### src/rtl/alpha_pkg.sv
// Shared Alpha decode definitions: instruction classes, opcode constants, issue states.
package alpha_pkg;

    typedef enum logic [3:0] {
        OPR    = 4'd0,
        MEM_LD = 4'd1,
        MEM_ST = 4'd2,
        BR     = 4'd3,
        CBR    = 4'd4,
        JMP    = 4'd5,
        PAL    = 4'd6,
        REI    = 4'd7,
        MISC   = 4'd8,
        ILL    = 4'd9
    } instn_class_e;

    typedef enum logic [1:0] {
        ST_RUN      = 2'd0,
        ST_DRAIN    = 2'd1,
        ST_WAIT_RDR = 2'd2
    } idu_state_e;

    localparam logic [4:0] R_ZERO = 5'd31;

    localparam logic [5:0] OP_PAL  = 6'h00;
    localparam logic [5:0] OP_LDA  = 6'h08;
    localparam logic [5:0] OP_INTA = 6'h10;
    localparam logic [5:0] OP_INTM = 6'h13;
    localparam logic [5:0] OP_MISC = 6'h18;
    localparam logic [5:0] OP_JMP  = 6'h1A;
    localparam logic [5:0] OP_REI  = 6'h1E;
    localparam logic [5:0] OP_MEMX = 6'h2F;
    localparam logic [5:0] OP_BR   = 6'h30;
    localparam logic [5:0] OP_BSR  = 6'h34;
    localparam logic [5:0] OP_CBR0 = 6'h38;
    localparam logic [5:0] OP_CBR7 = 6'h3F;

    // Memory-format opcodes that read ra instead of writing it.
    function automatic logic is_store(input logic [5:0] op);
        return op inside {6'h0D, 6'h0E, 6'h0F, [6'h24:6'h27], [6'h2C:6'h2F]};
    endfunction

endpackage

### src/rtl/idu_decode.sv
// Combinational Alpha opcode decoder: class, source/destination registers, literal and
// sign-extended displacement. IDU_ILLEGAL_TRAP_EN selects whether unknown opcodes decode as ILL.
module idu_decode
    import alpha_pkg::*;
(
    input  logic [31:0]  opcode,
    output instn_class_e cls,
    output logic [4:0]   ra,
    output logic [4:0]   rb,
    output logic [4:0]   rd,
    output logic         use_lit,
    output logic [63:0]  imm
);

    logic [5:0] op;
    logic [4:0] f_ra;
    logic [4:0] f_rb;
    logic [4:0] f_rc;

    assign op   = opcode[31:26];
    assign f_ra = opcode[25:21];
    assign f_rb = opcode[20:16];
    assign f_rc = opcode[4:0];

    always_comb begin
`ifdef IDU_ILLEGAL_TRAP_EN
        cls = ILL;
`else
        cls = OPR;
`endif
        ra      = R_ZERO;
        rb      = R_ZERO;
        rd      = R_ZERO;
        use_lit = 1'b0;
        imm     = '0;

        if (op inside {[OP_INTA:OP_INTM]}) begin
            cls     = OPR;
            ra      = f_ra;
            rd      = f_rc;
            use_lit = opcode[12];
            // The operate literal is an unsigned 8-bit quantity.
            if (opcode[12]) imm = {56'd0, opcode[20:13]};
            else            rb  = f_rb;
        end else if (op inside {[OP_LDA:6'h0F], [6'h20:OP_MEMX]}) begin
            rb  = f_rb;
            imm = {{48{opcode[15]}}, opcode[15:0]};
            if (is_store(op)) begin
                cls = MEM_ST;
                ra  = f_ra;
            end else begin
                cls = MEM_LD;
                rd  = f_ra;
            end
        end else if (op == OP_BR || op == OP_BSR) begin
            cls = BR;
            rd  = f_ra;
            imm = {{41{opcode[20]}}, opcode[20:0], 2'b00};
        end else if (op inside {[OP_CBR0:OP_CBR7]}) begin
            cls = CBR;
            ra  = f_ra;
            imm = {{41{opcode[20]}}, opcode[20:0], 2'b00};
        end else if (op == OP_JMP) begin
            cls = JMP;
            rb  = f_rb;
            rd  = f_ra;
        end else if (op == OP_PAL) begin
            cls = PAL;
        end else if (op == OP_REI) begin
            cls = REI;
        end else if (op == OP_MISC) begin
            cls = MISC;
        end
    end

endmodule

### src/rtl/idu.sv
// Alpha decode/issue stage: scoreboard hazard check, serialization FSM and ID->EX register.
// Define IDU_ILLEGAL_TRAP_EN to issue illegal opcodes as class ILL through the drain path.
module idu
    import alpha_pkg::*;
#(
    parameter int NUM_GPR = 32,
    parameter int PC_W    = 64
) (
    input  logic            clk,
    input  logic            reset,
    input  logic            instn_vld_id,
    input  logic            instn_pr_taken_id,
    input  logic [31:0]     instn_opcode_id,
    input  logic [PC_W-1:0] instn_pc_id,
    output logic            instn_accepted_id,
    input  logic            redir_vld,
    input  logic            wb_vld,
    input  logic [4:0]      wb_reg,
    output logic            ex_vld,
    input  logic            ex_ready,
    output logic [PC_W-1:0] ex_pc,
    output logic [31:0]     ex_opcode,
    output logic [3:0]      ex_class,
    output logic [4:0]      ex_ra,
    output logic [4:0]      ex_rb,
    output logic [4:0]      ex_rd,
    output logic            ex_use_lit,
    output logic [63:0]     ex_imm,
    output logic            ex_pr_taken
);

    instn_class_e       dec_cls;
    logic [4:0]         dec_ra;
    logic [4:0]         dec_rb;
    logic [4:0]         dec_rd;
    logic               dec_use_lit;
    logic [63:0]        dec_imm;

    idu_state_e         state;
    logic [NUM_GPR-1:0] sb;
    logic [NUM_GPR-1:0] sb_set;
    logic [NUM_GPR-1:0] sb_clr;
    logic [NUM_GPR-1:0] sb_live;
    logic               hazard;
    logic               serial;
    logic               allow;
    logic               accept;

    idu_decode u_decode (
        .opcode  (instn_opcode_id),
        .cls     (dec_cls),
        .ra      (dec_ra),
        .rb      (dec_rb),
        .rd      (dec_rd),
        .use_lit (dec_use_lit),
        .imm     (dec_imm)
    );

    function automatic logic reg_busy(input logic [4:0] r, input logic [NUM_GPR-1:0] live,
                                      input logic hit_vld, input logic [4:0] hit_rd);
        return (r != R_ZERO) && (live[r] || (hit_vld && hit_rd == r));
    endfunction

    always_comb begin
        sb_set = '0;
        sb_clr = '0;
        if (ex_vld && ex_ready && ex_rd != R_ZERO) sb_set[ex_rd] = 1'b1;
        if (wb_vld) sb_clr[wb_reg] = 1'b1;
    end

    // Write-through register file: a register retiring this cycle is already readable.
    assign sb_live = sb & ~sb_clr;

    assign hazard = reg_busy(dec_ra, sb_live, ex_vld, ex_rd)
                  | reg_busy(dec_rb, sb_live, ex_vld, ex_rd)
                  | reg_busy(dec_rd, sb_live, ex_vld, ex_rd);

`ifdef IDU_ILLEGAL_TRAP_EN
    assign serial = dec_cls inside {PAL, REI, MISC, ILL};
`else
    assign serial = dec_cls inside {PAL, REI, MISC};
`endif

    always_comb begin
        allow = 1'b0;
        case (state)
            ST_RUN:      allow = ~serial;
            ST_DRAIN:    allow = (sb == '0) && !ex_vld;
            ST_WAIT_RDR: allow = 1'b0;
            default:     allow = 1'b0;
        endcase
    end

    assign accept = !reset && instn_vld_id && !redir_vld && !hazard
                  && (!ex_vld || ex_ready) && allow;
    assign instn_accepted_id = accept;

    always_ff @(posedge clk) begin
        if (reset) begin
            state <= ST_RUN;
        end else if (redir_vld) begin
            state <= ST_RUN;
        end else begin
            case (state)
                ST_RUN: begin
                    if (instn_vld_id && serial)       state <= ST_DRAIN;
                    else if (accept && dec_cls == JMP) state <= ST_WAIT_RDR;
                end
                ST_DRAIN: begin
                    if (accept) state <= (dec_cls == MISC) ? ST_RUN : ST_WAIT_RDR;
                end
                ST_WAIT_RDR: state <= ST_WAIT_RDR;
                default:     state <= ST_RUN;
            endcase
        end
    end

    // Set wins over a same-cycle writeback clear of the same register.
    always_ff @(posedge clk) begin
        if (reset) sb <= '0;
        else       sb <= sb_live | sb_set;
    end

    // ID->EX register
    always_ff @(posedge clk) begin
        if (reset) begin
            ex_vld      <= 1'b0;
            ex_pc       <= '0;
            ex_opcode   <= '0;
            ex_class    <= '0;
            ex_ra       <= '0;
            ex_rb       <= '0;
            ex_rd       <= '0;
            ex_use_lit  <= 1'b0;
            ex_imm      <= '0;
            ex_pr_taken <= 1'b0;
        end else if (redir_vld) begin
            ex_vld <= 1'b0;
        end else if (accept) begin
            ex_vld      <= 1'b1;
            ex_pc       <= instn_pc_id;
            ex_opcode   <= instn_opcode_id;
            ex_class    <= dec_cls;
            ex_ra       <= dec_ra;
            ex_rb       <= dec_rb;
            ex_rd       <= dec_rd;
            ex_use_lit  <= dec_use_lit;
            ex_imm      <= dec_imm;
            ex_pr_taken <= instn_pr_taken_id;
        end else if (ex_ready) begin
            ex_vld <= 1'b0;
        end
    end

endmodule

### config.mk
export PLATFORM = sky130hd
export DESIGN_NAME = idu
export DESIGN_NICKNAME = d
export VERILOG_FILES = /design/src/rtl/alpha_pkg.sv /design/src/rtl/idu_decode.sv /design/src/rtl/idu.sv
export SDC_FILE = /design/constraint.sdc
export NUM_CORES = 1
export LEC_CHECK = 0
export ABC_AREA = 1
export ABC_CLOCK_PERIOD_IN_PS = 10700
export BUFFER_PORTS_ARGS = -buffer_cell sky130_fd_sc_hd__buf_2
export CAP_MARGIN = 40
export CORE_ASPECT_RATIO = 0.7
export CORE_UTILIZATION = 41
export DETAILED_ROUTE_END_ITERATION = 12
export GPL_ROUTABILITY_DRIVEN = 0
export GPL_TIMING_DRIVEN = 0
export HOLD_SLACK_MARGIN = 0.06
export PLACE_DENSITY = 0.69
export SYNTH_ARGS = -nofsm -noshare
export SYNTH_HDL_FRONTEND = slang
export SYNTH_SLANG_ARGS = --single-unit
### constraint.sdc
create_clock -name clk -period 10.7 [get_ports clk]
set_input_delay 2.675 -clock clk [delete_from_list [all_inputs] [get_ports clk]]
set_output_delay 2.675 -clock clk [all_outputs]
set_load 0.005 [all_outputs]
Yosys cells after proc, flatten, opt, wreduce, memory -nomap -nowiden
Index checks and enable logic that the tools add are counted.
{"block": "totals", "regBits": 216, "latchBits": 0, "ramBits": 0, "rom_bits": 0, "input_bits": 108, "out_inout_bits": 183, "elab_cells": 155, "memories": 0}
{"block": "classes", "addsub": 0, "n_mul": 0, "div": 0, "order_cmp": 18, "n_eq_ne": 23, "shift": 0, "muxes": 52, "n_bitwise": 7, "reduce_logical": 43}
{"operator": "64-bit 2-to-1 mux", "n": 4}
{"operator": "5-bit 2-to-1 mux", "n": 17}
{"operator": "32-bit 2-to-1 mux", "n": 2}
{"operator": "32-bit bitwise AND", "n": 1}
{"operator": "32-bit logical NOT", "n": 1}
{"operator": "4-bit 2-to-1 mux", "n": 8}
{"operator": "32-bit NOT", "n": 1}
{"operator": "32-bit OR", "n": 1}
{"operator": "5-bit by 6-bit less-than comparator with 1-bit output (second input constant)", "n": 5}
{"operator": "6-bit greater-or-equal comparator (second input constant)", "n": 4}
{"operator": "1-bit logical AND", "n": 24}
{"operator": "5-bit != test (second input constant)", "n": 4}
{"operator": "6-bit by 4-bit equality test with 1-bit output (second input constant)", "n": 3}
{"operator": "6-bit by 5-bit equality test with 1-bit output (second input constant)", "n": 3}
{"operator": "6-bit less-or-equal comparator (second input constant)", "n": 3}
{"operator": "1-bit binary-select mux with 5-bit select", "n": 3}
{"operator": "5-bit equality test", "n": 3}
{"operator": "4-bit by 3-bit equality test with 1-bit output (second input constant)", "n": 3}
{"operator": "6-bit equality test (second input constant)", "n": 2}
{"operator": "1-bit demux with 5-bit select", "n": 2}
{"operator": "5-bit by 1-bit greater-or-equal comparator with 1-bit output (second input constant)", "n": 2}
{"operator": "2-bit 2-to-1 mux", "n": 5}
{"operator": "1-bit 2-to-1 mux", "n": 8}
{"operator": "8-bit 2-to-1 mux", "n": 1}
{"operator": "22 further kinds", "n": 33}

Longest topological paths before layout
Gate-level depths: netlist of the first run.
{"block": "logic_depth", "word_depth": 21, "ltp_mapped": 22, "ltp_nobuf": 20}

Cells and area by module
From an unflattened synthesis of the first run, not the netlist that was laid out.
{"block": "hier_totals", "hier_cells": 1494, "area_unflattened_um2": 10269.8}
{"mod": "idu", "n_inst": 1, "cells_each": 1313, "area_each_um2": 9278.9, "seq_area_each_um2": 4324.1}
{"mod": "idu_decode", "n_inst": 1, "cells_each": 181, "area_each_um2": 991.0, "seq_area_each_um2": 0.0}

Worst setup path after synthesis of the first run
Ideal clock, no wire load.
{"block": "synth_timing", "kind": "input to output", "from": "input port instn_opcode_id[26]", "to": "output port instn_accepted_id", "t_arrival_ps": 4634, "t_required_ps": 8025, "slack_ps": 3391, "path_stages": 11, "path_buffers": 1, "cell_sequence": "nor2_1 nand2_1 nand3_2 nand3_4 nand2_2 inv_2 or4_1 a21oi_2 nand3_4 inv_4 buf_2"}
{"block": "synth_via", "elab_chain_len": 16, "elab_cells_between_ends": 87, "classes_between": "order compare: 11; eq/ne: 17; mux: 32; bitwise: 3; reduce/logical: 24"}
{"item": "start, declared", "line": "idu.sv:13", "text": "input logic [31:0] instn_opcode_id,"}
{"item": "6-bit greater-or-equal comparator, or another cell as far along", "line": "alpha_pkg.sv:40", "text": "return op inside {6'h0D, 6'h0E, 6'h0F, [6'h24:6'h27], [6'h2C:6'h2F]};"}
{"item": "1-bit logical AND, or another cell as far along", "line": "alpha_pkg.sv:40"}
{"item": "5-bit nonzero test / 5-bit 2-to-1 mux (equally long branches)", "line": "alpha_pkg.sv:40, idu_decode.sv:59"}
{"item": "5-bit 2-to-1 mux (on tied branches)", "line": "idu_decode.sv:48, idu_decode.sv:55"}
{"item": "5-bit 2-to-1 mux", "line": "idu_decode.sv:45", "text": "end else if (op inside {[OP_LDA:6'h0F], [6'h20:OP_MEMX]}) begin"}
{"item": "5-bit 2-to-1 mux", "line": "idu_decode.sv:37", "text": "if (op inside {[OP_INTA:OP_INTM]}) begin"}
{"item": "1-bit binary-select mux with 5-bit select / 5-bit equality test (equally long branches)", "line": "idu.sv:61", "text": "return (r != R_ZERO) && (live[r] || (hit_vld && hit_rd == r));"}
{"item": "1-bit 2-to-1 mux (implied by the code) / 1-bit logical AND (equally long branches)", "line": "idu.sv:61"}
{"item": "1-bit logical OR", "line": "idu.sv:61"}
{"item": "1-bit logical AND", "line": "idu.sv:61"}
{"item": "1-bit OR", "line": "idu.sv:75", "text": "| reg_busy(dec_rb, sb_live, ex_vld, ex_rd)"}
{"item": "1-bit OR", "line": "idu.sv:76", "text": "| reg_busy(dec_rd, sb_live, ex_vld, ex_rd);"}
{"item": "1-bit logical NOT", "line": "idu.sv:94", "text": "assign accept = !reset && instn_vld_id && !redir_vld && !hazard"}
{"item": "1-bit logical AND", "line": "idu.sv:94"}
{"item": "1-bit logical AND", "line": "idu.sv:95", "text": "&& (!ex_vld || ex_ready) && allow;"}
{"item": "1-bit logical AND (*)", "line": "idu.sv:95"}
{"item": "end, declared", "line": "idu.sv:15", "text": "output logic instn_accepted_id,"}
Mark *: on every way between the ends. The rest lies on a longest branch, timed or not. The select of a mux whose other input is x is not followed.

Final worst setup path of the first run
{"block": "layout_timing", "from": "input port instn_opcode_id[31]", "to": "output port instn_accepted_id"}
Same word-level chain as after synthesis.

==> summary.md, run 1 <==
| Metric | Value |
|---|---|
| Synth Net Count | `~1400` |
| Actual slew at the worst max-slew pin | `0.922 ns` |
| Buffers added on ports | `between 200 and 300` |
| Post-layout nets | `about 1700` |
| Final antenna-violating net count | `0` |
| Die height | `about 130 um` |
| Largest net degree at the start of global routing | `32` |
| Die area | `between 20000 and 25000 um2` |
| Part of the cycle the worst path needs | `79.3%` |
| Cell Area, Placed | `between 10000 and 15000 um2` |
| Yosys cell types | `42` |
| Static leakage | `about 5.4 nW` |
| Row count | `44` |
| Fin Hold WS | `0.470 ns` |
| Metal3 WL | `4340 um` |
| Layout Skew | `between 0.01 and 0.015 ns` |
| Fraction of registers with async set/reset | `0%` |
| Number of synthesized flops with an enable pin | `0` |
| I/O pins | `just under 300` |
| N_diodes | `0` |
| Switching Fraction | `between 20% and 30%` |
| Max Root-Sink Buffers | `2` |
| Ys flop type | `dfxtp_1` |
| Detail Placement HPWL | `25500 um` |
| Final setup viols | `0` |
| Commonest cells after routing, fill and taps aside | `319 x nor2_1, 307 x buf_2, 175 x dfxtp_1` |
| Clock power share | `39.2%` |
| CP endpoint kind | `primary output` |
| Startpoint Class | `input pin` |
| Most common cell after layout, fill and taps aside | `nor2_1` |
| Ys Warns | `0` |
| Post-Place Setup Slack | `~2.4 ns` |
| Critical setup path kind | `input pin to primary output` |
| Total setup buffers inserted after CTS | `0` |
| Peak VDD IR | `~0.00010 V` |
| Max Fclk | `118 MHz` |
| RSZ-0062 raised after global routing | `no` |
| Min Tclk post-route | `between 8 and 9 ns` |
| Post-Syn Instances | `~1300` |
| Hold_buf cts | `0` |
| Setup ws final | `about 2.2 ns` |
| Die W | `between 150 and 200 um` |
| Clock sink count | `between 150 and 200` |
| Detailed Route WL | `32600 um` |
| Initial antenna violation count | `0` |
| Final Instance Count excl. Fillers | `between 1500 and 2000` |
| Final Hold Fails | `0` |
| CTS clk-pin slew, worst paths | `~0.08 ns` |
| Vias/cell | `approximately 5.3` |
| Design area | `~11000 um2` |
| Routed wl met2 | `between 10000 and 15000 um` |
| Gate power share | `18.0%` |
| Power per cell area | `145 nW/um2` |
| CTS Buf Count | `17` |
| DR top layer | `met4` |
| #FFs+latches synth | `approximately 180` |
| CTS H-Tree Depth | `4` |
| Initial core utilization | `a little over two fifths` |
| Max capacitance violation total | `0` |
| Routed metal-1 wirelength | `14700 um` |
| Iteration-0 DRC Markers | `1210` |
| Hold crit path type | `flop to flop` |
| CP arrival | `5.81 ns` |
| Fraction of layout cells with a size suffix above 1 | `between 20% and 30%` |
| Placeable Area | `approximately 21000 um2` |
| P&R area growth vs syn | `27.0%` |
| Final max-slew violation count | `0` |
| Mapped Area | `between 8000 and 9000 um2` |
| Clock root buffer | `clkbuf_16` |
| Part of the power in registers | `a little over two fifths` |
| Setup TNS | `0 ns` |
| Overall power | `~1.6 mW` |
| CTS resizes | `0` |
| Outcome | `finished, final reports clean` |
| Sequential area share after synthesis | `between 30% and 40%` |
| WL/cell | `about 17 um` |
| Placed Instances | `1881` |
| Fillers | `~2100` |
| GRT overflow | `0` |
| First-pass GRT wire length | `between 40000 and 50000 um` |
| CP max FO | `10` |
| Switching power | `~0.48 mW` |
| Via count | `10123` |
| TritonRoute pass-1 iters | `6` |
| Layout Utilization | `between 50% and 60%` |
| Critical Path RT | `8.03 ns` |
| Syn_area_per_cell | `between 6 and 7 um2` |
| Vias in the first global route | `roughly 8700` |
| Rel. slew slack | `38.0%` |
| CTS tree | `built` |
| Total global-route track usage | `between 20% and 30%` |
| Pint | `1.16 mW` |
| Worst-Skew Late Latency | `0.45 ns` |
| DRC viols | `0` |
==> sequential cells by signal, indices dropped and copies added, names as in the netlist <==
signal,flops
ex_pc,64
ex_class,4
ex_use_lit,1
ex_imm,23
state,2
ex_opcode,32
ex_ra,5
ex_vld,1
ex_pr_taken,1
ex_rb,5
ex_rd,5
sb,32
==> synth_stat cells, types with 2 or more instances <==
cell	count	area [um2]
nor2_2	12	75.1
buf_1	3	11.3
a21oi_1	77	385
buf_6	8	90.1
buf_4	46	345
a22oi_1	3	22.5
o21ai_0	114	571
nand2_1	142	533
nand3_4	4	70.1
o22ai_1	6	37.5
buf_2	20	100
dfxtp_1	175	3500
o21a_1	5	37.5
a31oi_1	3	18.8
o211ai_1	3	22.5
o21ai_1	48	240
nand2_2	5	31.3
nand3_2	4	40.0
clkbuf_1	33	124
a21boi_0	3	22.5
nor4_1	7	43.8
nor2_1	319	1200
nor2_4	3	33.8
nand4_1	8	50.1
nand3b_1	3	22.5
nor3_1	16	80.1
nand3_1	130	651
inv_1	93	349
buf_8	2	30.0
inv_2	6	22.5
xor2_1	5	43.8
==> final cells by class <==
type | instances | area, um2 | area share [%]
well taps | 276 | 345 | 3.06
plain buffers | 113 | 706 | 6.25
inverters | 101 | 382 | 3.38
multi-input cells | 928 | 4310 | 38.1
flip-flops and latches | 175 | 3500 | 31.0
clock buffers | 21 | 460 | 4.07
clock inverters | 11 | 131 | 1.16
repair buffers | 288 | 1460 | 13.0
==> logic make-up after synthesis <==
family                    after synthesis  share of synthesized area, %
AOI/OAI and AO/OA                     267                          15.9
DFF                                   175                          39.4
and+or+nand+nor                       656                          32.1
buffers and inverters                 214                          12.2
xor gates and xnor gates                5                         0.492
==> worst max-delay path, cell delays in order <==
cell and delay, ns:
buf_2 0.16, nor2_4 0.17, nand3_1 0.39, nand3_2 0.29, nand3_1 0.40, nor2_1 0.36, nand2_1 0.09, nor2_1 0.17
nor2_1 0.10, nand2_1 0.07, nand3_1 0.06, nand2_1 0.15, nand3_4 0.16, inv_4 0.18, buf_2 0.24, buf_2 0.15
==> worst paths after layout <==
kind | start | slack [ns] | cells after the start | to
worst max-delay path | instn_opcode_id[31] | 2.21 | 16 | instn_accepted_id
worst min-delay path | ex_imm[7] | 0.47 | 2 | ex_imm[7]
worst max register to register | ex_rd[4] | 7.89 | 10 | ex_ra[2]
worst min register to register | ex_imm[7] | 0.47 | 2 | ex_imm[7]
==> power by group through the flow <==
stage / registers, mW / clock network [mW] / logic (mW)
after global placement: 0.714 / 0 / 0.282
after global routing: 0.703 / 0.671 / 0.323
final: 0.700 / 0.641 / 0.295
after floorplan: 0.718 / 0 / 0.164
after CTS: 0.699 / 0.644 / 0.288
after detailed placement: 0.714 / 0 / 0.287
==> per-layer routing <==
layer  GRT usage [%]  vias up
met5               0        -
met4            8.40        0
met3            7.54       59
met2            39.8      613
met1            43.2     4575
li1                -     4876
No activity file was read; power rests on OpenSTA's default activity.
==> inputs of run 2 (changes only) <==
--- a/config.mk
+++ b/config.mk
@@ -6,7 +6,7 @@
 export NUM_CORES = 1
 export LEC_CHECK = 0
 export ABC_AREA = 1
-export ABC_CLOCK_PERIOD_IN_PS = 10700
+export ABC_CLOCK_PERIOD_IN_PS = 7300
 export BUFFER_PORTS_ARGS = -buffer_cell sky130_fd_sc_hd__buf_2
 export CAP_MARGIN = 40
 export CORE_ASPECT_RATIO = 0.7
@@ -15,7 +15,7 @@
 export GPL_ROUTABILITY_DRIVEN = 0
 export GPL_TIMING_DRIVEN = 0
 export HOLD_SLACK_MARGIN = 0.06
-export PLACE_DENSITY = 0.69
+export PLACE_DENSITY = 0.71
 export SYNTH_ARGS = -nofsm -noshare
 export SYNTH_HDL_FRONTEND = slang
 export SYNTH_SLANG_ARGS = --single-unit
==> constraint.sdc (replaced) <==
create_clock -name clk -period 7.3 [get_ports clk]
set_input_delay 1.825 -clock clk [delete_from_list [all_inputs] [get_ports clk]]
set_output_delay 1.825 -clock clk [all_outputs]
set_load 0.005 [all_outputs]
==> run 2 against run 1 <==
Against the previous run: critical endpoint unchanged; total power grew 49%; register-to-register slack lost 3.4 ns; clock skew grew 0.0032 ns; global-route usage shrank 0.20 points; core utilization grew 0.24 points; count of clock-buffer cells in the layout shrank 4; largest power group unchanged; sequential power grew 47%; wire length is essentially flat; combinational power grew 47%; first-iteration DRC count grew 1.3%.
==> summary.md, run 2 (synthesis gave the netlist of run 1 again) <==
| Metric | Value |
|---|---|
| Placeable Area | `21000 um2 (unchanged)` |
| Max reg flops | `64 (unchanged)` |
| Setup TNS | `0 ns (unchanged)` |
| Vias/cell | `5.37 (+1.5%)` |
| Post-layout nets | `1732 (unchanged)` |
| Critical Path RT | `5.48 ns (-2.55 ns)` |
| CTS resizes | `0 (unchanged)` |
| Min Tclk post-route | `6.72 ns` |
| Initial antenna violation count | `2 (+2)` |
| Static leakage | `5.45 nW (+0.63%)` |
| Setup ws final | `0.583 ns (-1.63 ns)` |
| Layout Skew | `0.0154 ns (+0.00324 ns)` |
| Hold crit path type | `flop to flop` |
| Fillers | `2134 (+1.1%)` |
| Top Registers | `ex_pc: 64 flops, ex_opcode: 32 flops, sb: 32 flops` |
| Final setup viols | `0 (unchanged)` |
| CTS H-Tree Depth | `4 (unchanged)` |
| Clock root buffer | `clkbuf_16` |
| Buffers added on ports | `286 (unchanged)` |
| Die height | `125 um (unchanged)` |
| Critical setup path kind | `input pin to primary output` |
| Fraction of layout cells with a size suffix above 1 | `26.6% (+0.12 points)` |
| Most flop-heavy register | `ex_pc` |
| CTS tree | `built` |
| Detailed Route WL | `32500 um (about the same)` |
| Row count | `44 (unchanged)` |
| Post-Place Setup Slack | `0.781 ns (-1.66 ns)` |
| Peak VDD IR | `0.000158 V (+56%)` |
| P&R area growth vs syn | `27.6%` |
| Part of the cycle the worst path needs | `between 90 and 100%` |
| I/O pins | `291 (unchanged)` |
| GRT overflow | `0 (unchanged)` |
| Largest net degree at the start of global routing | `29 (-9.4%)` |
| Total setup buffers inserted after CTS | `0 (unchanged)` |
| Placed Instances | `1881 (unchanged)` |
| Max Fclk | `approximately 150 MHz` |
| Startpoint Class | `input pin` |
| Slowest stage delay, CP | `0.40 ns (about the same)` |
| Total area of sequential cells | `3500 um2 (unchanged)` |
| Most common cell after layout, fill and taps aside | `nor2_1` |
| Iteration-0 DRC Markers | `1226 (+1.3%)` |
| Overall power | `2.43 mW (+49%)` |
| Commonest cells after routing, fill and taps aside | `319 x nor2_1, 307 x buf_2, 175 x dfxtp_1` |
| CP arrival | `4.89 ns (-0.92 ns)` |
| CP endpoint kind | `primary output` |
| Hold_buf cts | `0 (unchanged)` |
| CTS Buf Count | `17 (unchanged)` |
| Fin Hold WS | `0.478 ns (+0.00767 ns)` |
| Detail Placement HPWL | `25400 um (-0.39%)` |
| Actual slew at the worst max-slew pin | `0.956 ns (+0.0336 ns)` |
| Outcome | `finished, final reports clean` |
| First-pass GRT wire length | `49600 um (+1.1%)` |
| RSZ-0062 raised after global routing | `no` |
| Final antenna-violating net count | `0 (unchanged)` |
| Rel. slew slack | `35.8% (-2.3 points)` |
| DRC viols | `0 (unchanged)` |
| Final max-slew violation count | `0 (unchanged)` |
| Area occupied by multi-input gates | `4310 um2 (unchanged)` |
| Max Root-Sink Buffers | `2 (unchanged)` |
| Vias in the first global route | `9207 (+5.4%)` |
| Via count | `10288 (+1.6%)` |
| Clock sink count | `175 (unchanged)` |
| WL/cell | `17.0 um (-0.17%)` |
| CTS clk-pin slew, worst paths | `0.08 ns (about the same)` |
| Initial core utilization | `42.4% (unchanged)` |
| Final Hold Fails | `0 (unchanged)` |
| Die area | `22300 um2 (unchanged)` |
| CP max FO | `10 (unchanged)` |
| TritonRoute pass-1 iters | `6 (unchanged)` |
| Slowest cell on crit path | `nand3_1` |
| Power per cell area | `214 nW/um2 (+48%)` |
| Max capacitance violation total | `0 (unchanged)` |
| Total global-route track usage | `28.6% (-0.20 points)` |
| Final Instance Count excl. Fillers | `1915 (+0.10%)` |
| Worst-Skew Late Latency | `0.45 ns (about the same)` |
| Die W | `178 um (unchanged)` |
| Crit-path cells | `buf_2 > nor2_4 > nand3_1 > nand3_2 > nand3_1 > nor2_1 > nand2_1 > nor2_1 > nor2_1 > nand2_1 > nand3_1 > nand2_1 > nand3_4 > inv_4 > buf_2 > buf_2` |
==> run 2: cell count changes in the layout (fill, tap and decap cells not counted), sizes merged <==
cell and delta:
bufinv -1, clkbuf -4, clkinv +6, clkinvlp -5, diode +2, inv +4
==> run 2: final cells by class <==
class / count / area share (%)
Multi-Input combinational cell: 928 / 38.0
Sequential cell: 175 / 30.9
Timing Repair Buffer: 288 / 12.9
Buffer: 113 / 6.22
Clock buffer: 17 / 3.75
Inverter: 101 / 3.36
Tap cell: 276 / 3.04
Clock inverter: 15 / 1.87
Antenna cell: 2 / 0.0441
==> run 2: per-stage QoR <==
step | utilization, % | area, um2
final | 54.1 | 11400
after global routing | 54.1 | 11400
after floorplan | - | 8900
after CTS | 54.1 | 11300
after detailed placement | 51.0 | 10700
after global placement | 50.9 | 10700
==> run 2: report_power, final <==
| part | internal [mW] | switching (mW) | total, mW |
|---|---|---|---|
| combinational | 0.167 | 0.266 | 0.434 |
| sequential | 1.00 | 0.0249 | 1.03 |
| clock | 0.503 | 0.473 | 0.976 |
| total | 1.67 | 0.764 | 2.43 |
==> run 2: final timing paths <==
check | slack (ns) | cells after the start | start | to
setup / recovery | 0.58 | 16 | instn_opcode_id[31] | instn_accepted_id
setup reg to reg | 4.47 | 10 | ex_rd[4] | ex_opcode[5]
hold / removal | 0.48 | 2 | ex_opcode[9] | ex_opcode[9]
hold reg to reg | 0.48 | 2 | ex_opcode[9] | ex_opcode[9]
==> run 2: critical path: cells and delay by family <==
family,cells,cell delay [ns]
buffers and inverters,4,0.73
and+or+nand+nor,12,2.31
==> run 2: per-layer routing <==
layer | routed length (um) | track usage, %
met2 | 13000 | 39.2
met3 | 4060 | 8.73
met1 | 14700 | 41.8
met5 | 0 | 0
met4 | 853 | 9.85
